## src/rtl/major_state.sv

```systemverilog
// Major/minor state sequencer for a PDP-8 style processor: fetch, defer and
// execute cycles of four minor states each, plus a halt state.
//
// state | meaning
// F0-F3 | fetch cycle, instruction latched at end of F1, decoded at F3
// D0-D3 | defer cycle, indirect address fetch
// E0-E3 | execute cycle for memory-reference opcodes 0-4
// H0    | halted, waiting for CONTINUE
module major_state (
  input  logic        clk,
  input  logic        reset,
  input  logic [0:11] instruction,
  input  logic        cont,
  input  logic        sw_halt,
  input  logic        sw_sstep,
  output logic [3:0]  state,
  output logic        run,
  output logic        instr_done
);

  typedef enum logic [3:0] {
    F0 = 4'd0,  F1 = 4'd1,  F2 = 4'd2,  F3 = 4'd3,
    D0 = 4'd4,  D1 = 4'd5,  D2 = 4'd6,  D3 = 4'd7,
    E0 = 4'd8,  E1 = 4'd9,  E2 = 4'd10, E3 = 4'd11,
    H0 = 4'd12
  } state_t;

  state_t state_q, state_d;
  logic   eoi_q, eoi_d;

  logic [2:0] opcode;
  logic       indirect;
  logic       mri;
  logic       exec_op;
  logic       hlt;
  logic       stop_req;
  state_t     after_end;

  assign opcode   = instruction[0:2];
  assign indirect = instruction[3];
  assign mri      = (opcode <= 3'd5);
  assign exec_op  = (opcode <= 3'd4);
  assign hlt      = (instruction[0:3] == 4'b1111) && instruction[10] && !instruction[11];

  // Switches are only looked at here, so a mid-instruction flip cannot cut it short.
  assign stop_req  = sw_halt || sw_sstep || ((state_q == F3) && hlt);
  assign after_end = stop_req ? H0 : F0;

  always_ff @(posedge clk) begin
    if (reset) begin
      state_q <= H0;
      eoi_q   <= 1'b0;
    end else begin
      state_q <= state_d;
      eoi_q   <= eoi_d;
    end
  end

  // eoi_d is resolved in the x2 state so the x3 state carries a registered
  // end-of-instruction flag that both instr_done and the x3 successor use.
  always_comb begin
    state_d = H0;
    eoi_d   = 1'b0;
    case (state_q)
      H0: state_d = (cont && !sw_halt) ? F0 : H0;
      F0: state_d = F1;
      F1: state_d = F2;
      F2: begin
        state_d = F3;
        eoi_d   = !(mri && indirect) && !exec_op;
      end
      F3: begin
        if (eoi_q)
          state_d = after_end;
        else if (mri && indirect)
          state_d = D0;
        else
          state_d = E0;
      end
      D0: state_d = D1;
      D1: state_d = D2;
      D2: begin
        state_d = D3;
        eoi_d   = !exec_op;
      end
      D3: state_d = eoi_q ? after_end : E0;
      E0: state_d = E1;
      E1: state_d = E2;
      E2: begin
        state_d = E3;
        eoi_d   = 1'b1;
      end
      E3: state_d = after_end;
      default: state_d = H0;
    endcase
  end

  assign state      = state_q;
  assign run        = (state_q != H0);
  assign instr_done = eoi_q && ((state_q == F3) || (state_q == D3) || (state_q == E3));

endmodule

```

## config.mk

```make
export PLATFORM = sky130hd
export DESIGN_NAME = major_state
export DESIGN_NICKNAME = d
export VERILOG_FILES = /design/src/rtl/major_state.sv
export SDC_FILE = /design/constraint.sdc
export NUM_CORES = 1
export LEC_CHECK = 0
export BUFFER_PORTS_ARGS = -buffer_cell sky130_fd_sc_hd__buf_2
export CAP_MARGIN = 15
export CELL_PAD_IN_SITES_DETAIL_PLACEMENT = 2
export CELL_PAD_IN_SITES_GLOBAL_PLACEMENT = 2
export CORE_MARGIN = 2
export CORE_UTILIZATION = 16
export CTS_CLUSTER_DIAMETER = 120
export CTS_CLUSTER_SIZE = 30
export DETAILED_ROUTE_END_ITERATION = 6
export HOLD_SLACK_MARGIN = 0.12
export PLACE_DENSITY = 0.7
export REMOVE_ABC_BUFFERS = 1
export SLEW_MARGIN = 20
export SYNTH_ARGS = -nofsm -noshare
export SYNTH_HDL_FRONTEND = slang
export SYNTH_SLANG_ARGS = --single-unit
```

## constraint.sdc

```tcl
create_clock -name clk -period 1.3 [get_ports clk]
set_input_delay 0 -clock clk [delete_from_list [all_inputs] [get_ports clk]]
set_output_delay 0 -clock clk [all_outputs]
set_load 0.03 [all_outputs]
```

* Word-level counts from Yosys, hierarchy flattened
Index checks and enable logic that the tools add are counted.
** Cells by class
- Order comparisons :: 2
- Equal/unequal tests :: 14
- Multiplexer cells :: 7
- Reductions and logical operators :: 16
** Operators with widths (number)
- $pmux W4 S13 :: 1
- $eq A4 B4 Y1 const B :: 6
- $mux W4 :: 5
- $eq A4 B3 Y1 const B :: 4
- $eq A4 B2 Y1 const B :: 2
- $logic_and A1 B1 Y1 :: 7
- $le A3 B3 Y1 const B :: 2
- $eq A4 B1 Y1 const B :: 1
- $logic_not A1 Y1 :: 4
- $logic_not A4 Y1 :: 1
- $logic_or A1 B1 Y1 :: 4
- $ne A4 B4 Y1 const B :: 1
- $pmux W1 S3 :: 1
** Word-level totals
- Output and inout port bits :: 6
- Bits in registers :: 5

* Logic depth before layout (Yosys ltp)
- Word-level depth :: 8
- Depth in mapped cells :: 5
- Gate-level depth less buffers :: 4

* Least setup slack after synthesis
No wires, ideal clock.
- Path type :: flip-flop to flip-flop
- Start point :: register state_q[0] (netlist: state[0])
- End point :: register state_q[2] (netlist: state[2])
- Path slack :: -0.101 ns
- Setup time :: 0.120 ns
- Period minus slack after synthesis :: 1.401 ns
- Buffers on the path :: 0
- Data arrival time :: 1.282 ns
- Stages on the path, launching flop included :: 4
- Data required time :: 1.180 ns
- Cell sequence :: dfxtp_1 > a311oi_1 > a311o_1 > a211o_1
** On the way
- Word-level cells in the longest chain between the ends :: 6
- Elaborated cells on any way between the ends :: 19
- Those cells by class :: eq/ne (12); mux (4); reduce/logical (3)
** RTL lines
- start: declaration :: line 28 : state_t state_q, state_d;
- start signal: assignment :: line 54 : state_q <= state_d;
- $eq A4 B2 Y1 :: line 46, 64
- $logic_and A1 B1 Y1 :: line 46 : assign stop_req = sw_halt || sw_sstep || ((state_q == F3) && hlt);
- $logic_or A1 B1 Y1 :: line 46
- $mux W4 :: line 47 : assign after_end = stop_req ? H0 : F0;
- $mux W4, on equally long branches :: line 86, 73
- $pmux W4 S13 * :: line 64 : case (state_q)
Every way passes the cells marked *; elsewhere a longest branch is shown, timed or not.
A chain may end at the register's enable or synchronous reset.

* Worst setup path in the final report
- Start point :: input sw_halt
- End point :: register state_q[2] (netlist: state[2])
** On the way
- Word-level cells in the longest chain between the ends :: 5
- Elaborated cells on any way between the ends :: 9
- Those cells by class :: mux (5); reduce/logical (4)
** RTL lines
- start: declaration :: line 14 : input logic sw_halt,
- $logic_or A1 B1 Y1 (2 in series) :: line 46
- $mux W4 :: line 47
- $mux W4, on equally long branches :: line 86, 73
- $pmux W4 S13 * :: line 64
Marked as above.

==> impl_results.md <==
* Critical path's top delay family: compound AO/OA/AOI/OAI gates
* Area share of the largest cell type after synthesis at 31.87%
* Max FO, Critical Path at 4
* Clk buf depth at 2
* Min-delay src: cont
* Hold_ws at 0.1297 ns
* Critical path cell sequence: dlygate4sd3_1, o21ai_1, a311oi_1, a311o_1, a211o_1
* Flop2flop setup slack at 0.12 ns
* P per Cell Area at 1313 nW/µm²
* GRT overflow at 0
* Outcome: finished, final reports clean
* Slew HR at 77.16%
* Placed cells at 88
* Io pins at 23
* Hold path cells at 4
* Post-synthesis sequential area ratio at 31.87%
* Yosys warning count at 0
* Max-cap viol count at 0
* Max-slew violations at 0
* Die area at 2333 µm²
* Worst reg2reg path startpoint: state[3]
* CP arrival at 1.37 ns
* Min-Delay Endpoint: state[3]
* Final setup skew at 0.009097 ns
* EDFF count, synth at 0
* Detailed-route via count at 439
* Final hold violation count at 0
* Die height at 48.31 µm
* Pin count of the biggest net entering global routing at 9
* Crit end category: flop
* P&R area growth vs syn at 70.52%
* RSZ-0062 raised after global routing: false
* First drt pass iteration count at 4
* Initial antenna violation count at 0
* DIE WIDTH at 48.31 µm
* Top cells by instance count after synthesis: dfxtp_1, nand2_1, a21oi_1
* Num CTS Buffers at 3
* Final setup fails at 0
* Diodes inserted at 0
* Layout Cells excl Fill at 96
* WS Path Type: in2reg
* 1st-iter DRT viols at 2
* Global-route wire length before repair at 1.966 mm
* Starting Density at 16.51%
* CP max stage delay at 0.59 ns
* Max frequency at 0.8137 GHz
* Hold crit path type: in2reg
* DR vias/cell at 4.573
* Worst slew pin tran at 0.3383 ns
* Rows at 16
* P_leak at 0.2272 nW
* Skew-Pair Late Insertion Delay at 0.26 ns
* Routed wire length at 1.161 mm
* Overall Power at 0.7029 mW
* Post-Syn Instances at 41
* Avg Cell Area, Syn at 7.660 µm²
* Peak VDD IR at 0.4272 mV
* Setup crit start: sw_halt
* Synth Flop Type: dfxtp_1
* Tot GR Track Use at 11.21%
* Cell taking the most area after synthesis: dfxtp_1
* Setup TNS at 0 ns
* Post-Syn Area at 314.1 µm²
* Area contributors post-synth: dfxtp_1, nand2_1, o311ai_0, a21oi_1, a211oi_1
* Final RePlAce weighted congestion at 0.7512
* Core Area at 1902 µm²
* DRC viols at 0
* R2R depth at 3
* CP required at 1.44 ns
* Register bit count reported by yosys at 5
* Worst R2R End: state[2]
* H-tree depth reported by CTS at 1
* Crit path time final at 1.229 ns
* Routed Antenna Nets at 0
* TritonCTS clock tree: yes
* Nets at 87
* Share of cells above drive strength 1 at 36.23%
* Post-layout util at 28.16%
* Period utilization at 94.53%
* Async S/R FF share, synth at 0%
* CTS root buf: clkbuf_4
* Clk sinks at 5
* Drt wl/cell at 12.09 µm
* Final HPWL DP at 921.8 µm
* Reg clk slew, reported paths at 0.05 ns
* Type of origin of the critical path: input port
* CP Buf/Inv Count at 1
* PortBufs at 16
* Number of global-route vias before repair at 440
* Synth cell types at 24
* CP max stage cell: dlygate4sd3_1
[worst max-delay path by stage]
stage                    end  slack (ns)  cells past startpoint
finish              state[2]        0.07                      5
floorplan           state[2]       -0.10                      3
CTS                 state[2]       0.008                      6
global route        state[2]        0.03                      5
detailed placement  state[2]        0.03                      4
global placement    state[2]        0.03                      4
[sequential cells by signal, summed over array words and instances (netlist names)]
name	flops
eoi_q	1
state	4
[layout make-up]
type / count / area, µm²
Clock buffer: 4 / 26.28
Fill cell: 240 / 1366
Inverter: 2 / 7.507
Multi-Input combinational cell: 32 / 197.7
Sequential cell: 5 / 100.1
Tap cell: 27 / 33.78
Timing Repair Buffer: 26 / 170.2
[routing by layer]
metal	vias to the layer above	share of wire (%)	GRT usage [%]	wire, µm
met2	14	49	18.29	573
met1	207	42	11.79	493
met3	4	6.2	4.938	72
met5	-	0	0	0
li1	214	-	-	-
met4	0	1.8	7.143	21
[placed cells by master (no fill, tap or decap)]
| master | count |
|---|---|
| dlygate4sd3_1 | 5 |
| a311o_1 | 1 |
| clkbuf_1 | 1 |
| a21oi_1 | 3 |
| buf_2 | 15 |
| nand3b_1 | 1 |
| a31oi_1 | 1 |
| nand4b_1 | 1 |
| nand2_1 | 5 |
| o311ai_0 | 1 |
| a311oi_1 | 1 |
| nand3_1 | 2 |
| o211ai_1 | 2 |
| o21ai_1 | 1 |
| clkbuf_4 | 3 |
| o311ai_1 | 1 |
| inv_1 | 2 |
| nor2_1 | 2 |
| xnor2_1 | 1 |
| a211oi_1 | 2 |
| buf_4 | 6 |
| a211o_1 | 1 |
| nor2_2 | 1 |
| dfxtp_1 | 5 |
| nor4_1 | 1 |
| a21boi_0 | 1 |
| o21ai_0 | 1 |
| nor3_1 | 2 |
[where the power goes]
group / internal [mW] / leakage [nW] / switching (mW)
Combinational: 0.123 / 0.171 / 0.188
Sequential: 0.178 / 0.0411 / 0.0223
Clock: 0.117 / 0.0150 / 0.0751
Total: 0.417 / 0.227 / 0.286
[timing repair]
item | 4_1_cts | 5_1_grt
resized for setup | 0 | 1
hold buffers | 5 | 0
endpoints found under the setup margin | 0 | 2
hold endpoints to repair | 5 | 0
setup buffers | 0 | 0
[kinds of logic after synthesis]
logic type / after synthesis / synth area share (%)
AOI/OAI and AO/OA: 16 / 36.25
and+or+nand+nor: 15 / 23.91
xor gates and xnor gates: 1 / 2.789
DFF: 5 / 31.87
buffers and inverters: 4 / 5.177
[stage by stage]
step / setup slack [ns] / area, µm²
CTS: 0.008280 / 540.5
global placement: 0.02985 / 464.2
detailed placement: 0.02740 / 464.2
floorplan: -0.1013 / 305.3
finish: 0.07108 / 535.5
global route: 0.03021 / 535.5
[worst min-delay path, delay by kind of cell]
kind / cells / cell delay [ns]
compound gates: 2 / 0.16
buf+inv: 1 / 0.10
simple gates: 1 / 0.09
(Power assumes the default switching activity.)
